File: src/rtl/eater_pkg.sv
// Shared opcode map, control-word bit positions and the microcode table
// for the SAP-style sequencer.
package eater_pkg;

  localparam int CTRL_W = 16;
  localparam int STEP_W = 3;

  localparam logic [3:0] OP_NOP = 4'b0000;
  localparam logic [3:0] OP_LDA = 4'b0001;
  localparam logic [3:0] OP_ADD = 4'b0010;
  localparam logic [3:0] OP_SUB = 4'b0011;
  localparam logic [3:0] OP_STA = 4'b0100;
  localparam logic [3:0] OP_LDI = 4'b0101;
  localparam logic [3:0] OP_JMP = 4'b0110;
  localparam logic [3:0] OP_JC  = 4'b0111;
  localparam logic [3:0] OP_JZ  = 4'b1000;
  localparam logic [3:0] OP_OUT = 4'b1110;
  localparam logic [3:0] OP_HLT = 4'b1111;

  localparam int CTL_HLT = 15;
  localparam int CTL_MI  = 14;
  localparam int CTL_RI  = 13;
  localparam int CTL_RO  = 12;
  localparam int CTL_IO  = 11;
  localparam int CTL_II  = 10;
  localparam int CTL_AI  = 9;
  localparam int CTL_AO  = 8;
  localparam int CTL_EO  = 7;
  localparam int CTL_SU  = 6;
  localparam int CTL_BI  = 5;
  localparam int CTL_OI  = 4;
  localparam int CTL_CE  = 3;
  localparam int CTL_CO  = 2;
  localparam int CTL_J   = 1;
  localparam int CTL_FI  = 0;

  typedef enum logic {ST_RUN = 1'b0, ST_HALT = 1'b1} run_state_e;

  function automatic logic [CTRL_W-1:0] bitw(input int idx);
    logic [CTRL_W-1:0] w;
    w = '0;
    w[idx] = 1'b1;
    return w;
  endfunction

  // T0/T1 fetch is common; T2..T4 depend on opcode (and on flags for JC/JZ).
  function automatic logic [CTRL_W-1:0] ucode(input logic [3:0] opcode,
                                               input logic [STEP_W-1:0] step,
                                               input logic c, input logic z);
    logic [CTRL_W-1:0] w;
    w = '0;
    case (step)
      3'd0: w = bitw(CTL_CO) | bitw(CTL_MI);
      3'd1: w = bitw(CTL_RO) | bitw(CTL_II) | bitw(CTL_CE);
      3'd2: begin
        case (opcode)
          OP_LDA, OP_ADD, OP_SUB, OP_STA: w = bitw(CTL_IO) | bitw(CTL_MI);
          OP_LDI: w = bitw(CTL_IO) | bitw(CTL_AI);
          OP_JMP: w = bitw(CTL_IO) | bitw(CTL_J);
          OP_JC:  w = c ? (bitw(CTL_IO) | bitw(CTL_J)) : '0;
          OP_JZ:  w = z ? (bitw(CTL_IO) | bitw(CTL_J)) : '0;
          OP_OUT: w = bitw(CTL_AO) | bitw(CTL_OI);
          OP_HLT: w = bitw(CTL_HLT);
          default: w = '0;
        endcase
      end
      3'd3: begin
        case (opcode)
          OP_LDA: w = bitw(CTL_RO) | bitw(CTL_AI);
          OP_ADD, OP_SUB: w = bitw(CTL_RO) | bitw(CTL_BI);
          OP_STA: w = bitw(CTL_AO) | bitw(CTL_RI);
          default: w = '0;
        endcase
      end
      3'd4: begin
        case (opcode)
          OP_ADD: w = bitw(CTL_EO) | bitw(CTL_AI) | bitw(CTL_FI);
          OP_SUB: w = bitw(CTL_EO) | bitw(CTL_AI) | bitw(CTL_SU) | bitw(CTL_FI);
          default: w = '0;
        endcase
      end
      default: w = '0;
    endcase
    return w;
  endfunction

endpackage

File: src/rtl/eater_control_seq_if.sv
// Sequencer-to-datapath bundle: opcode and flags in, step/halt/control word out.
interface eater_control_seq_if;
  import eater_pkg::*;

  logic [3:0]        opcode;
  logic              flag_c;
  logic              flag_z;
  logic [STEP_W-1:0] step;
  logic              halted;
  logic [CTRL_W-1:0] ctrl;

  modport master (input opcode, flag_c, flag_z, output step, halted, ctrl);
  modport slave  (output opcode, flag_c, flag_z, input step, halted, ctrl);
endinterface

File: src/rtl/eater_step_counter.sv
// Microstep counter advancing on the falling clock edge, with hold and
// synchronous restart-to-zero.
module eater_step_counter
  import eater_pkg::*;
#(
  parameter int NUM_STEPS = 5
) (
  input  logic              clk,
  input  logic              clr_n,
  input  logic              i_restart,
  input  logic              i_hold,
  output logic [STEP_W-1:0] o_step
);

  logic [STEP_W-1:0] r_step;

  always_ff @(negedge clk or negedge clr_n) begin
    if (!clr_n) begin
      r_step <= '0;
    end else if (i_hold) begin
      r_step <= r_step;
    end else if (i_restart || r_step == STEP_W'(NUM_STEPS - 1)) begin
      r_step <= '0;
    end else begin
      r_step <= r_step + STEP_W'(1);
    end
  end

  assign o_step = r_step;

endmodule

File: src/rtl/eater_control_seq.sv
// Microcode sequencer top: holds the sticky halt state and muxes the
// control word from the microcode table.
module eater_control_seq
  import eater_pkg::*;
#(
  parameter int NUM_STEPS   = 5,
  parameter int EARLY_RESET = 1
) (
  input  logic                clk,
  input  logic                clr_n,
  eater_control_seq_if.master bus
);

  run_state_e        r_state;
  logic [STEP_W-1:0] w_step;
  logic [CTRL_W-1:0] w_ucode;
  logic [CTRL_W-1:0] w_ctrl;
  logic              w_hold;
  logic              w_restart;

  assign w_ucode = ucode(bus.opcode, w_step, bus.flag_c, bus.flag_z);
  assign w_ctrl  = (r_state == ST_HALT) ? bitw(CTL_HLT) : w_ucode;

  // The halting negedge itself must not advance the step, hence ctrl[HLT] in hold.
  assign w_hold    = (r_state == ST_HALT) || w_ctrl[CTL_HLT];
  assign w_restart = (EARLY_RESET != 0) && (w_step >= STEP_W'(2)) && (w_ctrl == '0);

  always_ff @(negedge clk or negedge clr_n) begin
    if (!clr_n) begin
      r_state <= ST_RUN;
    end else begin
      case (r_state)
        ST_RUN:  if (w_ctrl[CTL_HLT]) r_state <= ST_HALT;
        ST_HALT: r_state <= ST_HALT;
        default: r_state <= ST_RUN;
      endcase
    end
  end

  eater_step_counter #(.NUM_STEPS(NUM_STEPS)) u_step (
    .clk       (clk),
    .clr_n     (clr_n),
    .i_restart (w_restart),
    .i_hold    (w_hold),
    .o_step    (w_step)
  );

  assign bus.step   = w_step;
  assign bus.halted = (r_state == ST_HALT);
  assign bus.ctrl   = w_ctrl;

endmodule
File: src/flat_wrapper.sv
// flat-port wrapper written by rule: the top's interface ports become plain ports
module eater_control_seq_flat import eater_pkg::*;
#(
  parameter int NUM_STEPS   = 5,
  parameter int EARLY_RESET = 1
)
  (clk, clr_n, bus_opcode, bus_flag_c, bus_flag_z, bus_step, bus_halted, bus_ctrl);
  eater_control_seq_if bus_i ();
  input  logic clk;
  input  logic clr_n;
  input wire logic [$bits(bus_i.opcode)-1:0] bus_opcode;
  input wire logic [$bits(bus_i.flag_c)-1:0] bus_flag_c;
  input wire logic [$bits(bus_i.flag_z)-1:0] bus_flag_z;
  output wire logic [$bits(bus_i.step)-1:0] bus_step;
  output wire logic [$bits(bus_i.halted)-1:0] bus_halted;
  output wire logic [$bits(bus_i.ctrl)-1:0] bus_ctrl;
  assign bus_i.opcode = bus_opcode;
  assign bus_i.flag_c = bus_flag_c;
  assign bus_i.flag_z = bus_flag_z;
  assign bus_step = bus_i.step;
  assign bus_halted = bus_i.halted;
  assign bus_ctrl = bus_i.ctrl;
  eater_control_seq #(.NUM_STEPS(NUM_STEPS), .EARLY_RESET(EARLY_RESET)) u_core (.clk(clk), .clr_n(clr_n), .bus(bus_i));
endmodule
File: config.mk
export PLATFORM = sky130hd
export DESIGN_NAME = eater_control_seq_flat
export DESIGN_NICKNAME = d
export VERILOG_FILES = /design/src/rtl/eater_pkg.sv /design/src/rtl/eater_control_seq_if.sv /design/src/rtl/eater_step_counter.sv /design/src/rtl/eater_control_seq.sv /design/src/flat_wrapper.sv
export SDC_FILE = /design/constraint.sdc
export NUM_CORES = 1
export LEC_CHECK = 0
export CAP_MARGIN = 20
export CELL_PAD_IN_SITES_DETAIL_PLACEMENT = 1
export CELL_PAD_IN_SITES_GLOBAL_PLACEMENT = 2
export CORE_UTILIZATION = 22
export DETAILED_ROUTE_END_ITERATION = 8
export PLACE_DENSITY_LB_ADDON = 0.1
export SLEW_MARGIN = 25
export SYNTH_ARGS = -nofsm -noshare
export SYNTH_HDL_FRONTEND = slang
export SYNTH_SLANG_ARGS = --single-unit
File: constraint.sdc
create_clock -name clk -period 3 [get_ports clk]
set_clock_uncertainty 0.15 [all_clocks]
set_input_delay 0.3 -clock clk [delete_from_list [all_inputs] [get_ports clk]]
set_output_delay 0.3 -clock clk [all_outputs]
set_load 0.005 [all_outputs]
==> reports/qor.txt <==
Worst Setup EP: bus_ctrl[0]
Static Leak: 0.804 nW
clock buffer count from CTS: 3
FF-to-FF path depth: 11
largest net degree at the start of global routing: 12
actual slew at the worst max-slew pin: 327 ps
worst rel slew slack: 77.9%
post-DP HPWL: 2.08 mm
fin area: 1650 um^2
unrepaired setup endpoints after global routing: true
# port buffers: 27
flop-to-flop setup slack: 400 ps
Sink Count: 4
critical path arrival: 3450 ps
drt initial violations: 38
Max clock buf depth: 2
grt ovf: 0
fraction of layout cells with a size suffix above 1: 73.1%
# IOs: 28
Synth cell types: 42
top cell type by total area after synthesis: dfrtn_1
WP data required: 2550 ps
DRT antenna net count: 0
overall routing resource usage: 21.4%
Chip Height: 56.8 um
core area: 2810 um^2
slowest stage delay, CP: 500 ps
Crit Path Category: reg2out
Reg-to-Reg Start: u_core.u_step.o_step[0]
clock-pin slew on the worst setup and hold paths: 30 ps
Die X: 56.8 um
worst vdd ir: 0.000652 V
failing checks: DRC, setup timing
CP startpoint kind: flip-flop
Post-Syn Area: 661 um^2
Crit. End Element: output port
CP Cell Sequence: inv_2 > ha_4 > or3_4 > a21oi_4 > or2_4 > buf_6 > nor4_4 > buf_2
crit path from: u_core.u_step.o_step[1]
Hold Buf Count CTS: 0
final WL: 3.48 mm
H-Tree Depth: 1
area taken by multi-input logic gates: 664 um^2
commonest non-fill, non-tap cell in the layout: buf_4
Residual DRC: 8
Seq. cell area: 100 um^2
top cells by area, synth: dfrtn_1, ha_1, inv_1
Synth top area share: 15.2%
part of the Yosys area used for sequential elements: 15.2%
root buffer cell: clkbuf_4
Synth Instances: 84
syn nets: 97
ant diodes: 0
Pwr Density: 931 nW/um^2
dpl cell area: 1200 um^2
status: finished, violations left
Fin. Hold Viols: 0
vias: 980
routability congestion estimate: 0.785
Rows: 19
RR Endpoint: u_core.u_step.o_step[0]
antenna violations before repair: 0
commonest non-fill, non-tap cells in the layout: buf_4, buf_6, buf_2, nor2_1, inv_1
pre-CTS setup slack: -1030 ps
Crit Path Max Fanout: 5
maxcap violations: 0
post-DR vias/cell: 4.85
Final Hold Slack: 543 ps
DR WL/cell: 17.2 um
CTS tree: built
clk_lat worst skew: 250 ps
fill count: 324
first-pass GRT wire length: 5.31 mm
Die ar.: 3230 um^2
Setup-failing EPs final: 20
worst setup slack after layout: -905 ps
Area Growth Syn to Fin: 149%
CP max stage cell: dfrtn_1
number of global-route vias before repair: 1109
Final #Nets: 186
YS warnings: 0
fin. max-slew vios: 0
Synth Register Bits: 4
Initial DRT Pass Iterations: 6
Syn Area/Cell: 7.86 um^2
min-delay worst type: reg2reg
initial core utilization: 23.6%
## cell type report
class	count	area share (%)
timing repair buffer	92	47.7
inverter	9	2.20
tap	31	2.35
sequential	4	6.07
clock buffer	3	1.37
multi-input combinational	63	40.3
## cells by family after synthesis
logic type	share of synthesized area (%)
compound gates	19.5
buf+inv	15.0
xor+xnor	1.33
fa+ha+maj	9.47
simple gates	38.1
flops	15.2
mux	1.52
## registers in the layout, indices dropped and copies added, names as in the netlist
register / flops
u_core.bus.halted: 1
u_core.u_step.o_step: 3
## metrics by stage
stage                     power (mW)  TNS (ps)  utilization [%]  instances
after global routing            1.62    -14670             58.7        202
after CTS                       1.40    -13500             56.4        200
after floorplan                0.513     -5020                -         84
after detailed placement       0.943    -16940             42.7        169
after global placement         0.922    -16220             42.7        169
final                           1.53    -13530             58.7        202
## cells in the mapped netlist, drive strengths merged
master,n
inv,9
nor2,9
buf,7
nand2,6
ha,5
and3,4
dfrtn,4
nand2b,4
nor3,3
a21oi,2
nor2b,2
nor4,2
o311ai,2
or2,2
or4,2
a2111o,1
a2111oi,1
a221o,1
a31o,1
a31oi,1
a41o,1
and4,1
clkbuf,1
mux2i,1
nand3,1
nand3b,1
nand4,1
nor3b,1
nor4b,1
o21bai,1
o221ai,1
o22ai,1
o31a,1
o41ai,1
or3,1
xnor2,1
## layer usage
metal / up-vias / wire [um] / GRT usage, %
li1: 477 / - / -
met1: 488 / 1420 / 24.1
met2: 15 / 1980 / 42.9
met3: 0 / 80 / 2.76
met4: 0 / 0 / 3.14
met5: - / 0 / 0
## power by group
| group | switching (mW) | internal [mW] | leakage, nW |
|---|---|---|---|
| clock | 0.0251 | 0.0450 | 0.0138 |
| sequential | 0.0359 | 0.0833 | 0.0498 |
| combinational | 0.548 | 0.796 | 0.740 |
## worst min-delay path by stage
| stage | from | to | cells after the start |
|---|---|---|---|
| after detailed placement | u_core.u_step.o_step[2] | u_core.u_step.o_step[2] | 3 |
| after CTS | u_core.u_step.o_step[2] | u_core.u_step.o_step[2] | 3 |
| after floorplan | u_core.u_step.o_step[0] | u_core.u_step.o_step[0] | 2 |
| after global routing | u_core.u_step.o_step[0] | u_core.u_step.o_step[0] | 4 |
| after global placement | u_core.u_step.o_step[2] | u_core.u_step.o_step[2] | 3 |
| final | u_core.u_step.o_step[0] | u_core.u_step.o_step[0] | 4 |
## critical path, delay by kind of cell, from the launching register on
| family | cells | cell delay (ps) |
|---|---|---|
| buffers and inverters | 3 | 320 |
| AO/OA/AOI/OAI | 1 | 150 |
| flip-flops | 1 | 500 |
| AND/OR/NAND/NOR | 3 | 580 |
| adder cells (fa/ha/maj) | 1 | 170 |
## repair_timing
item / in CTS / in global routing
buffers inserted: 30 / 10
pin swaps: 26 / 11
endpoints found under the hold margin: 0 / 0
resized for setup: 128 / 31
endpoints found under the setup margin: 24 / 23
(Power assumes the default switching activity.)
